--- src/rtl/herm_tx_ctrl_if.sv ---
// Signal bundle between the Hermitian-buffer Tx sequencer, the mapper/buffer side and the IFFT stream.
interface herm_tx_ctrl_if #(
    parameter int DATA_W = 16,
    parameter int ADDR_W = 10
) ();
    logic              map_valid;
    logic              map_ready;
    logic              buf_wren;
    logic              buf_full;
    logic              buf_tx_done;
    logic [ADDR_W-1:0] buf_read_ptr;
    logic [DATA_W-1:0] buf_dout;
    logic [DATA_W-1:0] ifft_tdata;
    logic              ifft_tvalid;
    logic              ifft_tready;
    logic              ifft_tlast;

    modport master (
        input  map_valid, buf_full, buf_dout, ifft_tready,
        output map_ready, buf_wren, buf_tx_done, buf_read_ptr,
               ifft_tdata, ifft_tvalid, ifft_tlast
    );

    modport slave (
        output map_valid, buf_full, buf_dout, ifft_tready,
        input  map_ready, buf_wren, buf_tx_done, buf_read_ptr,
               ifft_tdata, ifft_tvalid, ifft_tlast
    );
endinterface

--- src/rtl/herm_tx_ctrl.sv ---
// Burst sequencer for the OFDM Tx Hermitian buffer: fill from the mapper, wait for expansion,
// stream the expanded symbols to the IFFT through a 2-entry skid FIFO, then clear the buffer.
module herm_tx_ctrl #(
    parameter int ACTIVE_SUBCARR = 28,
    parameter int SYMBOL_NUM     = 8,
    parameter int FFT_POINT      = 64,
    parameter int DATA_W         = 16
) (
    input  logic                          clk,
    input  logic                          rst,
    input  logic                          start,
    output logic                          busy,
    output logic [$clog2(SYMBOL_NUM)-1:0] sym_idx,
    herm_tx_ctrl_if.master                bus
);
    localparam int TOTAL_WR = ACTIVE_SUBCARR * SYMBOL_NUM;
    localparam int TOTAL_RD = FFT_POINT * SYMBOL_NUM;
    localparam int WR_W     = $clog2(TOTAL_WR + 1);
    localparam int RD_W     = $clog2(TOTAL_RD + 1);
    localparam int SMP_W    = $clog2(FFT_POINT);
    localparam int SYM_W    = $clog2(SYMBOL_NUM);

    localparam logic [WR_W-1:0]  WR_LAST  = WR_W'(TOTAL_WR - 1);
    localparam logic [RD_W-1:0]  RD_LAST  = RD_W'(TOTAL_RD - 1);
    localparam logic [SMP_W-1:0] SMP_LAST = SMP_W'(FFT_POINT - 1);
    localparam logic [SYM_W-1:0] SYM_LAST = SYM_W'(SYMBOL_NUM - 1);

    typedef enum logic [2:0] {IDLE, FILL, BUILD, STREAM, DRAIN, CLEAR} state_t;
    state_t state_q, state_d;

    logic [WR_W-1:0]   wr_cnt_q;
    logic [RD_W-1:0]   rd_cnt_q;
    logic [RD_W-1:0]   ptr_q;
    logic              vld_p1;
    logic [DATA_W-1:0] fifo_p2 [2];
    logic              fifo_wr_q;
    logic              fifo_rd_q;
    logic [1:0]        occ_q;
    logic [1:0]        slots;
    logic [SMP_W-1:0]  smp_q;
    logic [SYM_W-1:0]  sym_q;
    logic              accept;
    logic              tvalid;
    logic              pop;
    logic              issue;
    logic              last_issue;
    logic              last_beat;

    assign accept = bus.map_valid & bus.map_ready;
    assign tvalid = (occ_q != 2'd0);
    assign pop    = tvalid & bus.ifft_tready;
    // Counting the same-cycle pop lets a read issue every cycle while the sink keeps up,
    // and still guarantees a free FIFO slot for every in-flight word.
    assign slots      = occ_q - {1'b0, pop} + {1'b0, vld_p1};
    assign issue      = (state_q == STREAM) && (slots < 2'd2);
    assign last_issue = issue && (rd_cnt_q == RD_LAST);
    assign last_beat  = pop && (smp_q == SMP_LAST) && (sym_q == SYM_LAST);

    always_comb begin
        state_d         = state_q;
        bus.map_ready   = 1'b0;
        busy            = 1'b1;
        bus.buf_tx_done = rst;
        unique case (state_q)
            IDLE: begin
                busy = 1'b0;
                if (start) state_d = FILL;
            end
            FILL: begin
                bus.map_ready = 1'b1;
                if (bus.map_valid && (wr_cnt_q == WR_LAST)) state_d = BUILD;
            end
            BUILD:   if (bus.buf_full) state_d = STREAM;
            STREAM:  if (last_issue) state_d = DRAIN;
            DRAIN:   if (last_beat) state_d = CLEAR;
            CLEAR: begin
                bus.buf_tx_done = 1'b1;
                state_d         = IDLE;
            end
            default: state_d = IDLE;
        endcase
    end

    always_ff @(posedge clk) begin
        if (rst) begin
            state_q   <= IDLE;
            wr_cnt_q  <= '0;
            rd_cnt_q  <= '0;
            ptr_q     <= '0;
            vld_p1    <= 1'b0;
            occ_q     <= 2'd0;
            fifo_wr_q <= 1'b0;
            fifo_rd_q <= 1'b0;
            smp_q     <= '0;
            sym_q     <= '0;
        end else begin
            state_q <= state_d;
            vld_p1  <= issue;
            occ_q   <= occ_q + {1'b0, vld_p1} - {1'b0, pop};
            if (vld_p1) fifo_wr_q <= ~fifo_wr_q;
            if (pop) begin
                fifo_rd_q <= ~fifo_rd_q;
                smp_q     <= (smp_q == SMP_LAST) ? '0 : smp_q + SMP_W'(1);
                if (smp_q == SMP_LAST) sym_q <= sym_q + SYM_W'(1);
            end
            if (accept) wr_cnt_q <= wr_cnt_q + WR_W'(1);
            if (issue) begin
                rd_cnt_q <= rd_cnt_q + RD_W'(1);
                if (!last_issue) ptr_q <= ptr_q + RD_W'(1);
            end
            if (state_q == CLEAR) begin
                wr_cnt_q <= '0;
                rd_cnt_q <= '0;
                ptr_q    <= '0;
                smp_q    <= '0;
                sym_q    <= '0;
            end
        end
    end

    // Stage p1 -> p2: registered buffer word lands in the skid FIFO.
    always_ff @(posedge clk) begin
        if (vld_p1) fifo_p2[fifo_wr_q] <= bus.buf_dout;
    end

    assign bus.buf_wren     = accept;
    assign bus.buf_read_ptr = ptr_q;
    assign bus.ifft_tvalid  = tvalid;
    assign bus.ifft_tdata   = fifo_p2[fifo_rd_q];
    assign bus.ifft_tlast   = tvalid && (smp_q == SMP_LAST);
    assign sym_idx          = sym_q;
endmodule
--- src/flat_wrapper.sv ---
// flat-port wrapper written by rule: the top's interface ports become plain ports
module herm_tx_ctrl_flat 
#(
    parameter int ACTIVE_SUBCARR = 28,
    parameter int SYMBOL_NUM     = 8,
    parameter int FFT_POINT      = 64,
    parameter int DATA_W         = 16
)
  (clk, rst, start, busy, sym_idx, bus_map_valid, bus_buf_full, bus_buf_dout, bus_ifft_tready, bus_map_ready, bus_buf_wren, bus_buf_tx_done, bus_buf_read_ptr, bus_ifft_tdata, bus_ifft_tvalid, bus_ifft_tlast);
  herm_tx_ctrl_if #(.DATA_W(DATA_W)) bus_i ();
  input  logic clk;
  input  logic rst;
  input  logic start;
  output logic busy;
  output logic [$clog2(SYMBOL_NUM)-1:0] sym_idx;
  input wire logic [$bits(bus_i.map_valid)-1:0] bus_map_valid;
  input wire logic [$bits(bus_i.buf_full)-1:0] bus_buf_full;
  input wire logic [$bits(bus_i.buf_dout)-1:0] bus_buf_dout;
  input wire logic [$bits(bus_i.ifft_tready)-1:0] bus_ifft_tready;
  output wire logic [$bits(bus_i.map_ready)-1:0] bus_map_ready;
  output wire logic [$bits(bus_i.buf_wren)-1:0] bus_buf_wren;
  output wire logic [$bits(bus_i.buf_tx_done)-1:0] bus_buf_tx_done;
  output wire logic [$bits(bus_i.buf_read_ptr)-1:0] bus_buf_read_ptr;
  output wire logic [$bits(bus_i.ifft_tdata)-1:0] bus_ifft_tdata;
  output wire logic [$bits(bus_i.ifft_tvalid)-1:0] bus_ifft_tvalid;
  output wire logic [$bits(bus_i.ifft_tlast)-1:0] bus_ifft_tlast;
  assign bus_i.map_valid = bus_map_valid;
  assign bus_i.buf_full = bus_buf_full;
  assign bus_i.buf_dout = bus_buf_dout;
  assign bus_i.ifft_tready = bus_ifft_tready;
  assign bus_map_ready = bus_i.map_ready;
  assign bus_buf_wren = bus_i.buf_wren;
  assign bus_buf_tx_done = bus_i.buf_tx_done;
  assign bus_buf_read_ptr = bus_i.buf_read_ptr;
  assign bus_ifft_tdata = bus_i.ifft_tdata;
  assign bus_ifft_tvalid = bus_i.ifft_tvalid;
  assign bus_ifft_tlast = bus_i.ifft_tlast;
  herm_tx_ctrl #(.ACTIVE_SUBCARR(ACTIVE_SUBCARR), .SYMBOL_NUM(SYMBOL_NUM), .FFT_POINT(FFT_POINT), .DATA_W(DATA_W)) u_core (.clk(clk), .rst(rst), .start(start), .busy(busy), .sym_idx(sym_idx), .bus(bus_i));
endmodule
--- config.mk ---
export PLATFORM = sky130hd
export DESIGN_NAME = herm_tx_ctrl_flat
export DESIGN_NICKNAME = d
export VERILOG_FILES = /design/src/rtl/herm_tx_ctrl_if.sv /design/src/rtl/herm_tx_ctrl.sv /design/src/flat_wrapper.sv
export SDC_FILE = /design/constraint.sdc
export NUM_CORES = 1
export LEC_CHECK = 0
export ABC_AREA = 0
export ABC_CLOCK_PERIOD_IN_PS = 2900
export BUFFER_PORTS_ARGS = -buffer_cell sky130_fd_sc_hd__buf_2
export CAP_MARGIN = 20
export CORE_ASPECT_RATIO = 1.4
export CORE_MARGIN = 3
export CORE_UTILIZATION = 55
export DETAILED_ROUTE_END_ITERATION = 8
export PLACE_DENSITY_LB_ADDON = 0.1
export SYNTH_ARGS = -nofsm -noshare
export SYNTH_HDL_FRONTEND = slang
export SYNTH_SLANG_ARGS = --single-unit
--- constraint.sdc ---
create_clock -name clk -period 2.9 [get_ports clk]
set_input_delay 0.435 -clock clk [delete_from_list [all_inputs] [get_ports clk]]
set_output_delay 0.435 -clock clk [all_outputs]
set_load 0.02 [all_outputs]
Yosys cells after proc, flatten, opt, wreduce, memory -nomap -nowiden
Memory sizes are Yosys's and may differ from the RTL's. A register that Yosys moved wholly into a read port is not among the register bits. Index checks and enable logic that the tools add are counted.

Bits of input ports: 22. RAM bits: 32. Memories kept: 1. Flip-flop bits (word level): 45. Output and inout bits: 35. Logic and storage cells: 66.

Add/sub/neg operators: 9. Reductions and logical operators: 12. Equality and inequality tests: 14. Bitwise logic cells: 5. Magnitude comparators: 1. Mux-type cells: 14.

Memories: u_core.fifo_p2 (depth 2, width 16, read ports 1, clocked after memory_dff 1, wr ports 1, RTL line herm_tx_ctrl.sv:35) `logic [DATA_W-1:0] fifo_p2 [2];`.

Operator list (number): $add A10 B1 Y10 const B (2); $mux W3 (5); $pmux W3 S5 (1); $eq A10 B9 Y1 const B (1); $eq A3 B3 Y1 const B (3); $add A8 B1 Y8 const B (1); $eq A8 B8 Y1 const B (1); $mux W1 (7); $add A6 B1 Y6 const B (1); $eq A3 B2 Y1 const B (2); $eq A6 B6 Y1 const B (1); $logic_and A1 B1 Y1 (6); $mux W6 (1); $ne A2 B1 Y1 const B (3); $reduce_and A5 Y1 (1); $add A2 B1 Y2 (2); $ne A2 B2 Y1 const B (2); $reduce_and A2 Y1 (2); $sub A2 B1 Y2 (2); $add A3 B1 Y3 const B (1); $eq A3 B1 Y1 const B (1); $logic_not A3 Y1 (1); $not A1 Y1 (3); $and A1 B1 Y1 (2); other kinds (3) (3).

Depth between registers and ports, before layout
Depth after elaboration: 9. Mapped depth: 10. Gate-level depth less buffers: 8.

Worst setup path after synthesis
No wires, ideal clock.

Path kind: input to register. Start: input bus_ifft_tready. End: register u_core.ptr_q[5] (netlist: u_core.bus.buf_read_ptr[5]). Arrival time: 2383 ps. Cell stages on the path: 9. Setup time: 70 ps. Slack: 447 ps. Data required time: 2830 ps. Buffers on the path: 1. Path through: o21a_1 -> clkbuf_1 -> ha_1 -> inv_1 -> ha_1 -> xnor3_2 -> nand4_4 -> or4_1 -> a21oi_1.

Longest elaborated chain between the ends: 8.

RTL lines: start, declared (RTL line flat_wrapper.sv:19) `input wire logic [$bits(bus_i.ifft_tready)-1:0] bus_ifft_tready;`; $and A1 B1 Y1 (*) (RTL line herm_tx_ctrl.sv:51) `assign pop = tvalid & bus.ifft_tready;`; via u_core.pop (RTL line herm_tx_ctrl.sv:44) `logic pop;`; $sub A2 B1 Y2 (*) (RTL line herm_tx_ctrl.sv:54) `assign slots = occ_q - {1'b0, pop} + {1'b0, vld_p1};`; $add A2 B1 Y2 (*) (RTL line herm_tx_ctrl.sv:54); $lt A2 B2 Y1 (*) (RTL line herm_tx_ctrl.sv:55) `assign issue = (state_q == STREAM) && (slots < 2'd2);`; $logic_and A1 B1 Y1 (*) (RTL line herm_tx_ctrl.sv:55); $logic_and A1 B1 Y1 (RTL line herm_tx_ctrl.sv:56) `assign last_issue = issue && (rd_cnt_q == RD_LAST);`; $not A1 Y1 (no line); $reduce_and A2 Y1 (no line) (*); end signal, assigned (RTL line herm_tx_ctrl.sv:109) `if (!last_issue) ptr_q <= ptr_q + RD_W'(1);`; end, declared (RTL line herm_tx_ctrl.sv:33) `logic [RD_W-1:0] ptr_q;`.

Mark *: on every way through the listed nets, which the timed path passes. The rest lies on a longest branch. A chain may end at the register's enable or synchronous reset.

Final worst setup path
Start: register u_core.occ_q[1]. End: register u_core.ptr_q[6] (netlist: u_core.bus.buf_read_ptr[6]).

Longest elaborated chain between the ends: 9.

RTL lines: start, declared (RTL line herm_tx_ctrl.sv:38) `logic [1:0] occ_q;`; start signal, assigned (RTL line herm_tx_ctrl.sv:99) `occ_q <= occ_q + {1'b0, vld_p1} - {1'b0, pop};`; $reduce_bool A2 Y1 (RTL line herm_tx_ctrl.sv:50) `assign tvalid = (occ_q != 2'd0);`; $and A1 B1 Y1 (RTL line herm_tx_ctrl.sv:51); $sub A2 B1 Y2 (*) (RTL line herm_tx_ctrl.sv:54); $add A2 B1 Y2 (*) (RTL line herm_tx_ctrl.sv:54); $lt A2 B2 Y1 (*) (RTL line herm_tx_ctrl.sv:55); $logic_and A1 B1 Y1 (*) (RTL line herm_tx_ctrl.sv:55); $logic_and A1 B1 Y1 (RTL line herm_tx_ctrl.sv:56); $not A1 Y1 (no line); $reduce_and A2 Y1 (no line) (*).

Mark *: on every way between the ends. The rest lies on a longest branch, timed or not.

==> qor.yml <==
floorplan:
  pin_count: 57
  initial_core_util_pct: 57.1
  num_rows: 33
  coreArea_mm2: 0.00590
  die_w_um: 72.2
  die_h_um: 98.7
  die_area_mm2: 0.00712
routing:
  post_drt_wl_per_cell_um: 14.3
  via_per_inst: 5.57
  drtPass1Iterations: 4
  vias: 2378
  ant_nets: 0
  route.detailed.drc: 0
  initialDrtViolationCount: 84
  wirelength_um: 6110
grt:
  globalRoute.totalOverflow: 0
  grt_usage_pct: 18.7
  grt_pass1_wl_um: 10400
  grt_pass1_vias: 2323
  grt_max_degree: 36
  antenna_found_initial: 0
placed_design:
  dp_hpwl_um: 4350
  port_buffers: 56
  gp_congestion: 0.732
  pre_cts_ws_ns: 0.219
synthesis:
  synth.net_count: 324
  seq_area_frac_synth_pct: 55.8
  synth-compound-area-share_pct: 6.27
  avgSynthCellArea_um2: 11.5
  synth_top_family_by_area: "simple AND/OR/NAND/NOR gates"
  muxShareOfSynthArea_pct: 7.12
  synth_xor_area_share_pct: 6.86
  synthSimpleGateAreaFrac_pct: 18.3
  synth_cell_type_count: 52
  yosysTopAreaCellShare_pct: 28.5
  yosys-top-cells-area: "edfxtp_1 28%, dfxtp_1 27%, mux2_2 5.3%"
  yosys_warnings: 0
  synthArstFlopShare_pct: 0
  synth-seq-cells: 78
  syn-cell-area_mm2: 0.00337
  synth.largest_area_cell: "edfxtp_1"
  synth_ff_type: "dfxtp_1"
  synthCells: 294
  synthAdderAreaFrac_pct: 2.97
  synth-edff-count: 32
sta:
  slew_violations: 0
  setup_tns_ns: 0
  rsz0062_at_grt: "false"
  max_slew.worst_pin.slew_ns: 0.895
  fin_crit_ns: 2.57
  setup_viol: 0
  relSlewSlack_pct: 40.0
  hold_viol: 0
  fin_crit_sh_pct: 88.7
  fin_ws_ns: 0.329
  max_freq_mhz: 389
  skew_ns: 0.00743
pwr:
  leakage_uw: 0.00148
  max-vdd-ir-drop_mv: 0.330
  pwr_density_cell_mw_per_mm2: 632
setup_path:
  crit_fanout: 14
  critPathKind: "reg2reg"
  max_stage_delay_ns: 0.57
  worstPathArrival_ns: 2.84
  cp.required_ns: 3.17
  slowest_stage: "or4_1"
  cp_cell_sequence: "o21a_1 > ha_1 > inv_1 > ha_1 > xnor3_2 > nand2_1 > or4_1 > a21oi_1"
  cp-start-kind: "flip-flop"
  crit_family: "simple AND/OR/NAND/NOR gates"
  cpMostUsedCell: "ha_1"
  crit_path_end_kind: "flip-flop"
  crit_buf_inv: 1
clock_network:
  worstSkewPairLatency_ns: 0.34
  clockRootBuffer: "clkbuf_8"
  postCtsHoldBufs: 0
  clock_tree.buffer_depth: 2
  cts_resized: 0
  post-cts-setup-buffer-count: 0
  cts_buffers: 9
  htreeDepth: 3
  clkTransAtPathRegs_ns: 0.08
  cts_tree: "yes"
  cts_sinks: 78
final_layout:
  multi_input_area_mm2: 0.00140
  syn_to_final_growth_pct: 16.4
  drive_gt1_share_pct: 27.7
  utilization_pct: 66.5
  fin_nets: 382
  final_common_cell: "buf_2"
  diodes: 0
  ff_latch_area_mm2: 0.00188
  mostFrequentLayoutCells: "56 x buf_2, 46 x dfxtp_1, 32 x edfxtp_1, 31 x nor2_1, 16 x mux2_2"
  nFillCells: 509
status:
  outcome: "finished, final reports clean"
flow_run:
  max_cap_violations: 0
hold_path:
  min_path_type: "in2reg"
[through the flow]
stage / cell area (um^2) / total power (uW) / cells / hold WS, ns
after floorplan: 3370 / 1550 / 294 / 0.438
after global placement: 3710 / 1650 / 411 / 0.452
after detailed placement: 3710 / 1660 / 411 / 0.462
after CTS: 3930 / 2510 / 427 / 0.272
after global routing: 3930 / 2600 / 427 / 0.264
final: 3930 / 2480 / 427 / 0.278
[cell families (layout without fill, tap and decap cells)]
kind of cell / count (synthesis) / count (layout)
flip-flops: 78 / 78
XOR/XNOR: 23 / 23
buffers and inverters: 22 / 85
multiplexers: 22 / 22
AND/OR/NAND/NOR: 108 / 108
AO/OA/AOI/OAI: 33 / 33
adder cells (fa/ha/maj): 8 / 8
[power by group]
group	leakage [uW]	switching, uW	internal, uW
combinational	0.000715	210	191
sequential	0.000658	55.7	1170
clock	0.000104	375	478
[path summary, 6_finish.rpt]
kind	start	to	slack, ns	cells after the start
setup / recovery	u_core.occ_q[1]	u_core.bus.buf_read_ptr[6]	0.33	8
hold reg to reg	u_core.rd_cnt_q[9]	u_core.rd_cnt_q[9]	0.47	2
setup reg to reg	u_core.occ_q[1]	u_core.bus.buf_read_ptr[6]	0.33	8
hold / removal	bus_buf_dout[13]	u_core.fifo_p2[0][13]	0.28	1
[Yosys cell counts, types with 5 or more instances]
cell / instances
nand4_1: 10
ha_1: 8
xor2_1: 8
o31ai_1: 7
nand3_1: 9
edfxtp_1: 32
nor4_1: 5
nor2_1: 31
mux2_2: 16
or3_1: 6
nor3_1: 6
a21oi_1: 13
nand2_1: 12
dfxtp_1: 46
clkbuf_1: 6
mux2i_1: 6
inv_1: 8
xnor2_1: 13
or4_1: 7
[worst register-to-register path: cells and delay by family, from the launching register on]
family	cells	cell delay, ns
compound gates	2	0.37
fa+ha+maj	2	0.45
flops	1	0.36
buf+inv	1	0.03
xor+xnor	1	0.45
simple gates	2	0.84
[registers in the layout, summed over array words and instances, names as in the netlist, named ones only]
name and cells:
u_core.sym_idx 3, u_core.vld_p1 1, u_core.rd_cnt_q 10, u_core.bus.buf_read_ptr 10
u_core.occ_q 2, u_core.state_q 3, u_core.fifo_wr_q 1, u_core.wr_cnt_q 8
u_core.fifo_p2 32, u_core.fifo_rd_q 1, u_core.smp_q 6
[per-layer routing]
metal  global-route usage [%]  routed length (um)
met5                        0                   0
met1                     21.2                2550
met3                     4.69                 252
met4                     7.38                 127
met2                     32.8                3190
[area by class of cell]
type	instances	share of cell area (%)
Timing Repair Buffer	60	7.90
Multi-Input combinational cell	194	35.7
Tap cell	70	2.23
Sequential cell	78	47.9
Clock buffer	9	3.15
Inverter	9	0.860
Clock inverter	7	2.26
Power figures use the tool's default switching activity.
